--- config.mk ---
export PLATFORM = sky130hd
export DESIGN_NAME = unstriping_flat
export DESIGN_NICKNAME = d
export VERILOG_FILES = /design/src/rtl/unstriping_if.sv /design/src/rtl/unstriping.sv /design/src/flat_wrapper.sv
export SDC_FILE = /design/constraint.sdc
export NUM_CORES = 1
export LEC_CHECK = 0
export CAP_MARGIN = 20
export CORE_UTILIZATION = 30
export CTS_BUF_LIST = sky130_fd_sc_hd__clkbuf_4 sky130_fd_sc_hd__clkbuf_8
export CTS_CLUSTER_DIAMETER = 120
export CTS_CLUSTER_SIZE = 20
export DETAILED_ROUTE_END_ITERATION = 10
export SLEW_MARGIN = 10
export SYNTH_ARGS = -nofsm -noshare
export SYNTH_HDL_FRONTEND = slang
export SYNTH_SLANG_ARGS = --single-unit
--- constraint.sdc ---
create_clock -name clk_2f -period 2.4 [get_ports clk_2f]
set_input_delay 0.24 -clock clk_2f [delete_from_list [all_inputs] [get_ports clk_2f]]
set_output_delay 0.24 -clock clk_2f [all_outputs]
set_load 0.005 [all_outputs]
--- src/rtl/unstriping_if.sv ---
// Lane-side and merged-stream signals of the two-lane unstriper.
//   master : the receive front end (drives lane_0/lane_1 and their valids,
//            observes the merged stream and status)
//   slave  : the unstriper itself
// Ports (all on clk_2f):
//   lane_0/valid_0   even stream positions
//   lane_1/valid_1   odd stream positions
//   data_out/valid_out merged, registered output word
//   sel              lane expected next (0 = lane_0)
//   fill_0/fill_1    per-lane FIFO occupancy
//   overflow_0/_1    sticky word-dropped flags
interface unstriping_if #(
    parameter int DATA_W = 32,
    parameter int ADDR_W = 2
);
    logic [DATA_W-1:0] lane_0;
    logic              valid_0;
    logic [DATA_W-1:0] lane_1;
    logic              valid_1;
    logic [DATA_W-1:0] data_out;
    logic              valid_out;
    logic              sel;
    logic [ADDR_W:0]   fill_0;
    logic [ADDR_W:0]   fill_1;
    logic              overflow_0;
    logic              overflow_1;

    modport master (
        output lane_0, valid_0, lane_1, valid_1,
        input  data_out, valid_out, sel, fill_0, fill_1, overflow_0, overflow_1
    );

    modport slave (
        input  lane_0, valid_0, lane_1, valid_1,
        output data_out, valid_out, sel, fill_0, fill_1, overflow_0, overflow_1
    );
endinterface

--- src/rtl/unstriping.sv ---
// Two-lane unstriper: re-merges words striped across lane_0 (even positions)
// and lane_1 (odd positions) into one ordered stream. Each lane is buffered
// in a small FIFO so skew and bursts are absorbed; the read side strictly
// alternates lanes starting with lane_0 and stalls rather than skipping.
// Ports:
//   clk_2f  single clock, rising edge
//   reset   synchronous, active-high; flushes both FIFOs and clears flags
//   bus     unstriping_if.slave (lane inputs, merged output, status)
module unstriping #(
    parameter int DATA_W     = 32,
    parameter int FIFO_DEPTH = 4,
    parameter int ADDR_W     = 2
) (
    input  logic         clk_2f,
    input  logic         reset,
    unstriping_if.slave  bus
);

    localparam logic [ADDR_W:0]   FULL_CNT = (ADDR_W+1)'(FIFO_DEPTH);
    localparam logic [ADDR_W-1:0] PTR_ONE  = ADDR_W'(1);
    localparam logic [ADDR_W:0]   CNT_ONE  = (ADDR_W+1)'(1);

    // Lane FIFO storage. Not reset: pointers and counts define validity.
    logic [DATA_W-1:0] mem_0_q [FIFO_DEPTH];
    logic [DATA_W-1:0] mem_1_q [FIFO_DEPTH];

    logic [ADDR_W-1:0] wr_ptr_0_q, wr_ptr_0_d;
    logic [ADDR_W-1:0] rd_ptr_0_q, rd_ptr_0_d;
    logic [ADDR_W-1:0] wr_ptr_1_q, wr_ptr_1_d;
    logic [ADDR_W-1:0] rd_ptr_1_q, rd_ptr_1_d;
    logic [ADDR_W:0]   fill_0_q, fill_0_d;
    logic [ADDR_W:0]   fill_1_q, fill_1_d;
    logic              ovf_0_q, ovf_0_d;
    logic              ovf_1_q, ovf_1_d;
    logic              sel_q, sel_d;
    logic [DATA_W-1:0] data_out_q, data_out_d;
    logic              valid_out_q, valid_out_d;

    logic pop_0, pop_1;
    logic push_0, push_1;

    // Pops look only at registered occupancy, so a word written this edge
    // cannot be read until the next one (no write-to-read bypass).
    always_comb begin
        pop_0 = (sel_q == 1'b0) && (fill_0_q != '0);
        pop_1 = (sel_q == 1'b1) && (fill_1_q != '0);
    end

    // A full FIFO being popped this cycle still has room for the write.
    always_comb begin
        push_0 = bus.valid_0 && ((fill_0_q != FULL_CNT) || pop_0);
        push_1 = bus.valid_1 && ((fill_1_q != FULL_CNT) || pop_1);
    end

    always_comb begin
        wr_ptr_0_d = wr_ptr_0_q;
        rd_ptr_0_d = rd_ptr_0_q;
        fill_0_d   = fill_0_q;
        ovf_0_d    = ovf_0_q;

        if (push_0) begin
            wr_ptr_0_d = wr_ptr_0_q + PTR_ONE;
        end
        if (pop_0) begin
            rd_ptr_0_d = rd_ptr_0_q + PTR_ONE;
        end
        if (push_0 && !pop_0) begin
            fill_0_d = fill_0_q + CNT_ONE;
        end else if (pop_0 && !push_0) begin
            fill_0_d = fill_0_q - CNT_ONE;
        end
        if (bus.valid_0 && !push_0) begin
            ovf_0_d = 1'b1;
        end
    end

    always_comb begin
        wr_ptr_1_d = wr_ptr_1_q;
        rd_ptr_1_d = rd_ptr_1_q;
        fill_1_d   = fill_1_q;
        ovf_1_d    = ovf_1_q;

        if (push_1) begin
            wr_ptr_1_d = wr_ptr_1_q + PTR_ONE;
        end
        if (pop_1) begin
            rd_ptr_1_d = rd_ptr_1_q + PTR_ONE;
        end
        if (push_1 && !pop_1) begin
            fill_1_d = fill_1_q + CNT_ONE;
        end else if (pop_1 && !push_1) begin
            fill_1_d = fill_1_q - CNT_ONE;
        end
        if (bus.valid_1 && !push_1) begin
            ovf_1_d = 1'b1;
        end
    end

    // Merge: only the lane named by sel may be read; if it is empty the
    // output idles even when the other lane has data, keeping stream order.
    always_comb begin
        data_out_d  = '0;
        valid_out_d = 1'b0;
        sel_d       = sel_q;

        if (pop_0) begin
            data_out_d  = mem_0_q[rd_ptr_0_q];
            valid_out_d = 1'b1;
            sel_d       = 1'b1;
        end else if (pop_1) begin
            data_out_d  = mem_1_q[rd_ptr_1_q];
            valid_out_d = 1'b1;
            sel_d       = 1'b0;
        end
    end

    always_ff @(posedge clk_2f) begin
        if (push_0) begin
            mem_0_q[wr_ptr_0_q] <= bus.lane_0;
        end
        if (push_1) begin
            mem_1_q[wr_ptr_1_q] <= bus.lane_1;
        end
    end

    always_ff @(posedge clk_2f) begin
        if (reset) begin
            wr_ptr_0_q  <= '0;
            rd_ptr_0_q  <= '0;
            wr_ptr_1_q  <= '0;
            rd_ptr_1_q  <= '0;
            fill_0_q    <= '0;
            fill_1_q    <= '0;
            ovf_0_q     <= 1'b0;
            ovf_1_q     <= 1'b0;
            sel_q       <= 1'b0;
            data_out_q  <= '0;
            valid_out_q <= 1'b0;
        end else begin
            wr_ptr_0_q  <= wr_ptr_0_d;
            rd_ptr_0_q  <= rd_ptr_0_d;
            wr_ptr_1_q  <= wr_ptr_1_d;
            rd_ptr_1_q  <= rd_ptr_1_d;
            fill_0_q    <= fill_0_d;
            fill_1_q    <= fill_1_d;
            ovf_0_q     <= ovf_0_d;
            ovf_1_q     <= ovf_1_d;
            sel_q       <= sel_d;
            data_out_q  <= data_out_d;
            valid_out_q <= valid_out_d;
        end
    end

    assign bus.data_out   = data_out_q;
    assign bus.valid_out  = valid_out_q;
    assign bus.sel        = sel_q;
    assign bus.fill_0     = fill_0_q;
    assign bus.fill_1     = fill_1_q;
    assign bus.overflow_0 = ovf_0_q;
    assign bus.overflow_1 = ovf_1_q;

endmodule

--- src/flat_wrapper.sv ---
// flat-port wrapper written by rule: the top's interface ports become plain ports
module unstriping_flat 
#(
    parameter int DATA_W     = 32,
    parameter int FIFO_DEPTH = 4,
    parameter int ADDR_W     = 2
)
  (clk_2f, reset, bus_lane_0, bus_valid_0, bus_lane_1, bus_valid_1, bus_data_out, bus_valid_out, bus_sel, bus_fill_0, bus_fill_1, bus_overflow_0, bus_overflow_1);
  unstriping_if #(.DATA_W(DATA_W), .ADDR_W(ADDR_W)) bus_i ();
  input  logic clk_2f;
  input  logic reset;
  input wire logic [$bits(bus_i.lane_0)-1:0] bus_lane_0;
  input wire logic [$bits(bus_i.valid_0)-1:0] bus_valid_0;
  input wire logic [$bits(bus_i.lane_1)-1:0] bus_lane_1;
  input wire logic [$bits(bus_i.valid_1)-1:0] bus_valid_1;
  output wire logic [$bits(bus_i.data_out)-1:0] bus_data_out;
  output wire logic [$bits(bus_i.valid_out)-1:0] bus_valid_out;
  output wire logic [$bits(bus_i.sel)-1:0] bus_sel;
  output wire logic [$bits(bus_i.fill_0)-1:0] bus_fill_0;
  output wire logic [$bits(bus_i.fill_1)-1:0] bus_fill_1;
  output wire logic [$bits(bus_i.overflow_0)-1:0] bus_overflow_0;
  output wire logic [$bits(bus_i.overflow_1)-1:0] bus_overflow_1;
  assign bus_i.lane_0 = bus_lane_0;
  assign bus_i.valid_0 = bus_valid_0;
  assign bus_i.lane_1 = bus_lane_1;
  assign bus_i.valid_1 = bus_valid_1;
  assign bus_data_out = bus_i.data_out;
  assign bus_valid_out = bus_i.valid_out;
  assign bus_sel = bus_i.sel;
  assign bus_fill_0 = bus_i.fill_0;
  assign bus_fill_1 = bus_i.fill_1;
  assign bus_overflow_0 = bus_i.overflow_0;
  assign bus_overflow_1 = bus_i.overflow_1;
  unstriping #(.DATA_W(DATA_W), .FIFO_DEPTH(FIFO_DEPTH), .ADDR_W(ADDR_W)) u_core (.clk_2f(clk_2f), .reset(reset), .bus(bus_i));
endmodule
==> impl_metrics.toml <==
[critical_path]
reg2reg_to = "u_core.bus.fill_0[2]"
path_class = "reg -> reg"
regToRegStartpoint = "u_core.bus.fill_0[0]"
cp.required_ps = 2890
crit_arrival_ps = 2700
cp_max_fo = 7
rrSetupSlack_ps = 200
rr_worst_depth = 8
end_kind = "register"
cp-start-kind = "register"

[floorplanning]
ioPinCount = 110
core.rowCount = 70
initial_utilization_pct = 30.7
core-area_sq_um = 37000
die_w_um = 197
die-area_sq_um = 38600
fp.dieH_um = 197

[placed_design]
gp_congestion = 0.655
post-place-ws_ps = 102
io_buffers = 109
hpwl_mm = 15.0

[global_route]
track_usage_pct = 12.6
overflow = 0
grt_pass1_wl_mm = 35.7
grt_start_max_net_pins = 33
antenna_found_initial = 2
first_global_vias = 5643

[clock_tree]
holdBufCountCts = 0
cts_setup_buffers = 0
clock_latency_ps = 550
clock_sinks = 310
clkTransAtPathRegs_ps = 130
htree_num_levels = 1
cts_buffers = 19
cts_root_buf = "clkbuf_8"
clockBufferDepth = 3
tritoncts = "built"

[logic_synthesis]
seq_area_frac_synth_pct = 77.2
synth_nets = 597
synth_area_per_cell_sq_um = 22.0
synthCells = 517
ys_types = 32
syn-cell-area_sq_um = 11400
synth-edff-count = 256
ys_warn_count = 0
synth-main-ff-cell = "edfxtp_1"
synth_seq_cells = 310
async_flop_share_pct = 0

[pwr]
total_power_mw = 12.7
peakVddDrop_v = 0.000300
power.leakage_nw = 4.33
power_density_nw_per_um2 = 935

[timing]
fmax_mhz = 454
setup_viol = 0
slew_violations = 0
slew_headroom_pct = 26.2
worst_pin_slew_ps = 1100
fin_skew_ps = 24.2
finalCriticalPeriod_ps = 2200
rsz0062_at_grt = "no"
worst_slack_ps = 196
whs_ps = 313
totalNegativeSetupSlack_ps = 0
hold_viol_final = 0
min_period_over_period_pct = 91.8

[finish]
fillers = 3454
antenna_cells = 0
area_growth_pct = 19.3
post_route_cells_drive_above_1_share_pct = 17.0
finish.utilization_pct = 36.7
final_common_cell = "edfxtp_1"
mostFrequentLayoutCells = "edfxtp_1 (256), clkdlybuf4s50_1 (109), dfxtp_1 (50), mux4_2 (41), a22o_1 (32)"
nets = 722

[hold_path]
min_from = "bus_lane_1[7]"
min_to = "u_core.mem_1_q[2][7]"
holdPathStages = 1
min_path_type = "in -> reg"

[routing]
wl_per_cell_um = 20.9
dr.pass1.iters = 4
vias = 5318
drt_wl_total_mm = 24.2
vias_per_cell = 4.59
ant_nets = 0
initialDrtViolationCount = 308
drc = 0

[run]
cap_violations = 0

[status]
outcome = "completed"
[stage by stage]
stage | instance area (sq um) | cells
final | 13500 | 1158
after global routing | 13500 | 1158
after CTS | 13500 | 1158
after detailed placement | 13200 | 1125
after global placement | 13200 | 1125
after floorplan | 11400 | 517
[power by group]
| part | switching [mW] | leakage [nW] | internal [mW] |
|---|---|---|---|
| sequential | 0.445 | 2.79 | 6.49 |
| combinational | 1.37 | 1.33 | 1.81 |
| clock | 1.60 | 0.202 | 0.964 |
[repair_timing]
item / in CTS / in global routing
hold endpoints to repair: 0 / 0
resized for setup: 0 / 1
endpoints found under the setup margin: 0 / 1
[cell families after synthesis]
family          Yosys count  synth area share, %
compound gates           55                 3.71
xor+xnor                  6                0.463
fa+ha+maj                12                 1.45
buf+inv                  32                 1.60
flops                   310                 77.2
mux                      66                 13.6
simple gates             36                 1.96
[how the worst max path moves through the flow]
stage / startpoint / endpoint / slack [ps] / cells after the start
2_1_floorplan: u_core.bus.sel / u_core.bus.fill_0[2] / 310 / 9
3_3_place_gp: u_core.bus.fill_0[0] / u_core.bus.fill_0[2] / 200 / 8
3_5_place_dp: u_core.bus.fill_0[0] / u_core.bus.fill_0[2] / 100 / 8
4_1_cts: u_core.bus.fill_0[0] / u_core.bus.fill_0[2] / 80 / 8
5_1_grt: u_core.bus.fill_0[0] / u_core.bus.fill_0[2] / 50 / 8
6_report: u_core.bus.fill_0[0] / u_core.bus.fill_0[2] / 200 / 8
[sequential cells by signal, summed over array words and instances, names as in the netlist, named ones only]
register / cells
u_core.wr_ptr_1_q: 2
u_core.mem_0_q: 128
u_core.bus.fill_0: 3
u_core.rd_ptr_0_q: 2
u_core.bus.fill_1: 3
u_core.mem_1_q: 128
u_core.bus.overflow_1: 1
u_core.bus.sel: 1
u_core.bus.data_out: 32
u_core.wr_ptr_0_q: 2
u_core.bus.overflow_0: 1
u_core.bus.valid_out: 1
u_core.rd_ptr_1_q: 2
[layout make-up]
| type | count | area (sq um) | share of cell area [%] |
|---|---|---|---|
| sequential | 310 | 8780 | 64.8 |
| clock inverter | 1 | 11.3 | 0.0831 |
| clock buffer | 32 | 359 | 2.65 |
| multi-input combinational | 175 | 2440 | 18.0 |
| tap | 504 | 631 | 4.65 |
| timing repair buffer | 127 | 1300 | 9.60 |
| inverter | 9 | 33.8 | 0.249 |
[worst max-delay path, cell delays in order (launching register included)]
cell     delay [ps]
dfxtp_1         420
nor3_4          340
or2_2           180
ha_1            180
inv_1            60
fa_1            370
xor2_1          160
or3_1           310
a21oi_1         130
[synthesized netlist by cell type, types with 6 or more instances]
| library cell | count | area, sq um |
|---|---|---|
| edfxtp_1 | 256 | 7690 |
| dfxtp_1 | 54 | 1080 |
| mux4_2 | 41 | 923 |
| a22o_1 | 32 | 280 |
| mux4_1 | 23 | 604 |
| a21oi_1 | 12 | 60.1 |
| nor2_1 | 12 | 45.0 |
| ha_1 | 10 | 125 |
| clkbuf_1 | 9 | 33.8 |
| inv_1 | 9 | 33.8 |
| and3_1 | 8 | 50.1 |
| buf_6 | 8 | 90.1 |
| o21ai_0 | 7 | 35.0 |
| xor2_1 | 6 | 52.6 |
[metal layers]
| layer | track usage, % | up-vias | wire (um) |
|---|---|---|---|
| met1 | 16.5 | 2761 | 10800 |
| met3 | 1.98 | 31 | 887 |
| met4 | 2.56 | 4 | 400 |
| met2 | 22.1 | 130 | 12100 |
| met5 | 0 | - | 31 |
| li1 | - | 2392 | - |
Note: power is estimated with default switching activity, not from simulation.
==> RTL change 1 (same settings) <==
Make the reset (`reset`) asynchronous in one clocked block.
--- a/src/rtl/unstriping.sv
+++ b/src/rtl/unstriping.sv
@@ -123,7 +123,7 @@
         end
     end
 
-    always_ff @(posedge clk_2f) begin
+    always_ff @(posedge clk_2f or posedge reset) begin
         if (reset) begin
             wr_ptr_0_q  <= '0;
             rd_ptr_0_q  <= '0;
Formal check against the unedited RTL: differs if reset is asserted again (counterexample within 4 cycles, from zero or initial values and one cycle with reset high); with reset held inactive, the same outputs for 4 cycles.
==> RTL change 1 against the original RTL <==
  * Clock power is essentially flat
  * Area after synthesis rose by 0.41%
  * Largest power group unchanged
  * Final cell count is 1.0% lower
  * Routed wire length decreased by 2.6%
  * Maximum frequency grew 4.1%
  * Setup slack improved by 0.086 ns
  * Final area grew 1.5%
  * Power up 23%
  * Sequential cell count fell by 4
==> RTL change 1: results <==
# TYPE chip_impl_metric gauge
chip_impl_metric{name="layout_skew",unit="ns"} 0.0275
chip_impl_metric{name="first_global_vias",unit=""} 5543
chip_impl_metric{name="drtPass1Iterations",unit=""} 7
chip_impl_info{name="standard_cell_with_the_maximum_stage_delay_on_the_critical_path",value="dfrtp_1"} 1
chip_impl_info{name="cpLargestDelayFamily",value="adder cells"} 1
chip_impl_metric{name="finalCriticalPeriod",unit="ns"} 2.12
chip_impl_metric{name="route.layer.met1.wl",unit="mm"} 9.81
chip_impl_metric{name="antenna_violations_before_repair",unit=""} 0
chip_impl_info{name="hp-start",value="bus_valid_1"} 1
chip_impl_metric{name="timing.critical_path.fanout_max",unit=""} 5
chip_impl_metric{name="power.switching",unit="mW"} 4.58
chip_impl_metric{name="worst-slew-pin-transition",unit="ns"} 0.516
chip_impl_metric{name="reg2reg_depth",unit=""} 6
chip_impl_metric{name="route.met3.wl",unit="mm"} 1.32
chip_impl_metric{name="ffs_w_async_s_r_synth",unit=""} 0.163
chip_impl_metric{name="grt_util_all_layers",unit=""} 0.123
chip_impl_info{name="hold-path-endpoint",value="u_core.bus.overflow_1"} 1
chip_impl_metric{name="placedInstanceArea",unit="sq um"} 13400
chip_impl_metric{name="grt_first_pass_wirelength",unit="mm"} 34.9
chip_impl_metric{name="post-place-ws",unit="ns"} 0.224
chip_impl_metric{name="power.leakage",unit="nW"} 4.65
chip_impl_metric{name="syn_area_per_cell",unit="sq um"} 23.4
chip_impl_metric{name="drt-total-wl",unit="mm"} 23.6
chip_impl_info{name="outcome",value="finished, final reports clean"} 1
chip_impl_metric{name="proportion_of_synthesized_area_in_mux_cells",unit=""} 0.138
chip_impl_metric{name="synth_compound_area_frac",unit=""} 0.0279
chip_impl_info{name="netlist_top_cells_area",value="edfxtp_1 (67%), dfrtp_1 (11%), mux4_2 (7.9%)"} 1
chip_impl_metric{name="pg_comb",unit="mW"} 5.41
-- RTL change 1: cells by family (layout without fill, tap and decap cells) --
group / Yosys count / after routing
AO/OA/AOI/OAI: 37 / 37
XOR/XNOR: 12 / 12
flip-flops: 306 / 306
multiplexers: 68 / 68
buffers and inverters: 35 / 181
other: 0 / 1
adder cells (fa/ha/maj): 12 / 12
AND/OR/NAND/NOR: 18 / 18
-- RTL change 1: repair_timing --
action                     in CTS  in global routing
hold endpoints to repair        4                  0
hold buffers                    1                  0
setup endpoints to repair       0                  0
-- RTL change 1: final cells by class --
| class | count | area, sq um |
|---|---|---|
| tap | 511 | 639 |
| sequential | 306 | 8940 |
| fill | 3454 | 23800 |
| inverter | 11 | 41.3 |
| antenna | 1 | 2.50 |
| clock inverter | 2 | 23.8 |
| clock buffer | 32 | 359 |
| multi-input combinational | 147 | 2280 |
| timing repair buffer | 136 | 1460 |
==> RTL change 2 (same settings) <==
Without the edit above. `DATA_W` is set to 32 in 3 places; all go to 16.
--- a/src/rtl/unstriping_if.sv
+++ b/src/rtl/unstriping_if.sv
@@ -10,7 +10,7 @@
 //   fill_0/fill_1    per-lane FIFO occupancy
 //   overflow_0/_1    sticky word-dropped flags
 interface unstriping_if #(
-    parameter int DATA_W = 32,
+    parameter int DATA_W = 16,
     parameter int ADDR_W = 2
 );
     logic [DATA_W-1:0] lane_0;
--- a/src/rtl/unstriping.sv
+++ b/src/rtl/unstriping.sv
@@ -7,7 +7,7 @@
 //   reset   synchronous, active-high; flushes both FIFOs and clears flags
 //   bus     unstriping_if.slave (lane inputs, merged output, status)
 module unstriping #(
-    parameter int DATA_W     = 32,
+    parameter int DATA_W     = 16,
     parameter int FIFO_DEPTH = 4,
     parameter int ADDR_W     = 2
 ) (
--- a/src/flat_wrapper.sv
+++ b/src/flat_wrapper.sv
@@ -1,7 +1,7 @@
 // flat-port wrapper written by rule: the top's interface ports become plain ports
 module unstriping_flat 
 #(
-    parameter int DATA_W     = 32,
+    parameter int DATA_W     = 16,
     parameter int FIFO_DEPTH = 4,
     parameter int ADDR_W     = 2
 )
Interface: changed (resized bus_data_out, bus_lane_0 and bus_lane_1); port bits go from 110 to 62. The function was not compared with the original's and may differ.
==> RTL change 2 against the original RTL <==
  * Final area shrank 43%
  * Critical path depth decreased by 1
  * Area after synthesis decreased by 44%
  * Via count fell by 42%
  * Power down 39%
  * Die area shrank 44%
  * Sequential cell count shrank 144
  * Sequential power down 46%
  * Routed wire length down 51%
  * Setup slack improved by 0.015 ns
  * Largest cell class unchanged
  * Highest routed layer is now met4
==> RTL change 2: results <==
# TYPE chip_impl_metric gauge
chip_impl_metric{name="grt_util_all_layers",unit=""} 0.117
chip_impl_info{name="netlist_top_cells_area",value="edfxtp_1 (61%), dfxtp_1 (12%), mux4_1 (8.3%)"} 1
chip_impl_metric{name="vdd_ir_drop_max",unit="V"} 0.000661
chip_impl_info{name="synth_common_cells",value="edfxtp_1 (128), dfxtp_1 (38), mux4_1 (20)"} 1
chip_impl_metric{name="synth_edf_count",unit=""} 128
chip_impl_metric{name="nNetsFinal",unit=""} 444
chip_impl_metric{name="ffs_w_async_s_r_synth",unit=""} 0
chip_impl_metric{name="grt_first_pass_wirelength",unit="mm"} 18.4
chip_impl_metric{name="cts_inserted_buffers",unit=""} 17
chip_impl_metric{name="final_area",unit="sq um"} 7660
chip_impl_metric{name="dp_cells",unit=""} 646
chip_impl_metric{name="mappedNetlistNets",unit=""} 363
chip_impl_metric{name="synth_seq_area_share",unit=""} 0.729
chip_impl_metric{name="cellInternalPower",unit="mW"} 5.63
chip_impl_metric{name="synthAdderAreaFrac",unit=""} 0.0261
chip_impl_metric{name="detailroute.via_count",unit=""} 3079
chip_impl_metric{name="timing.critical_path.arrival",unit="ns"} 2.56
chip_impl_metric{name="synth-xor-area-share",unit=""} 0.00832
chip_impl_metric{name="synth_compound_area_frac",unit=""} 0.0446
chip_impl_metric{name="htreeDepth",unit=""} 4
chip_impl_metric{name="n_fill_cell",unit=""} 1920
chip_impl_metric{name="power.leakage",unit="nW"} 2.57
chip_impl_info{name="outcome",value="finished, final reports clean"} 1
chip_impl_metric{name="detail_route.iter0.violations",unit=""} 132
chip_impl_metric{name="place_congestion",unit=""} 0.739
chip_impl_metric{name="proportion_of_synthesized_area_in_mux_cells",unit=""} 0.129
chip_impl_metric{name="finalMaxSlewViolations",unit=""} 0
chip_impl_metric{name="placedInstanceArea",unit="sq um"} 7230
chip_impl_metric{name="netlist-cell-type-count",unit=""} 35
chip_impl_metric{name="io_buffers",unit=""} 61
chip_impl_metric{name="largest_net_degree_at_the_start_of_global_routing",unit=""} 22
chip_impl_metric{name="antenna_violations_before_repair",unit=""} 0
chip_impl_metric{name="final-instance-count-excl-fill",unit=""} 679
chip_impl_metric{name="worst-slew-pin-transition",unit="ns"} 0.914
chip_impl_metric{name="dp.final_hpwl",unit="mm"} 7.80
chip_impl_metric{name="first_global_vias",unit=""} 3267
chip_impl_metric{name="cts_buffer_depth",unit=""} 2
## RTL change 2: worst max-delay path: stages (launching register included)
cell     delay (ns)
dfxtp_1        0.41
o31ai_4        0.41
ha_1           0.25
inv_1          0.06
fa_1           0.37
xor2_1         0.18
or3_1          0.30
a21oi_1        0.14
## RTL change 2: path summary, 6_finish.rpt
kind	startpoint	slack (ns)	end	cells past startpoint
max	u_core.bus.fill_1[0]	0.21	u_core.bus.fill_1[2]	7
min	bus_lane_0[2]	0.43	u_core.mem_0_q[3][2]	1
max reg2reg	u_core.bus.fill_1[0]	0.21	u_core.bus.fill_1[2]	7
min reg2reg	u_core.bus.overflow_1	0.48	u_core.bus.overflow_1	2
## RTL change 2: power groups by stage
| stage | Combinational [mW] | Clock (mW) | Sequential, mW |
|---|---|---|---|
| 6_report | 1.91 | 2.07 | 3.71 |
| 3_3_place_gp | 1.90 | 0 | 3.75 |
| 5_1_grt | 2.11 | 2.24 | 3.76 |
| 2_1_floorplan | 1.27 | 0 | 3.73 |
| 3_5_place_dp | 1.94 | 0 | 3.78 |
| 4_1_cts | 1.96 | 2.13 | 3.72 |
## RTL change 2: per-layer routing
| metal | track usage | vias to the layer above | share of wire |
|---|---|---|---|
| met2 | 0.187 | 81 | 0.49 |
| met4 | 0.0479 | 0 | 0.0085 |
| li1 | - | 1447 | - |
| met1 | 0.146 | 1542 | 0.45 |
| met3 | 0.0382 | 9 | 0.051 |
| met5 | 0 | - | 0 |
## RTL change 2: area by class of cell
type	instances	area share
Inverter	9	0.00441
Clock inverter	12	0.0199
Timing Repair Buffer	75	0.0934
Sequential cell	166	0.601
Clock buffer	20	0.0351
Tap cell	270	0.0441
Multi-Input combinational cell	127	0.202
## RTL change 2: cell families (layout without fill, tap and decap cells)
family / Yosys count / count (layout)
adders and majority gates: 12 / 12
buffers and inverters: 22 / 116
and+or+nand+nor: 36 / 36
AOI/OAI and AO/OA: 39 / 39
DFF: 166 / 166
xor gates and xnor gates: 6 / 6
muxes: 34 / 34
## RTL change 2: what timing repair did
action | CTS | global route
gates resized for setup | 0 | 2
setup buffers | 0 | 0
setup endpoints to repair | 0 | 1
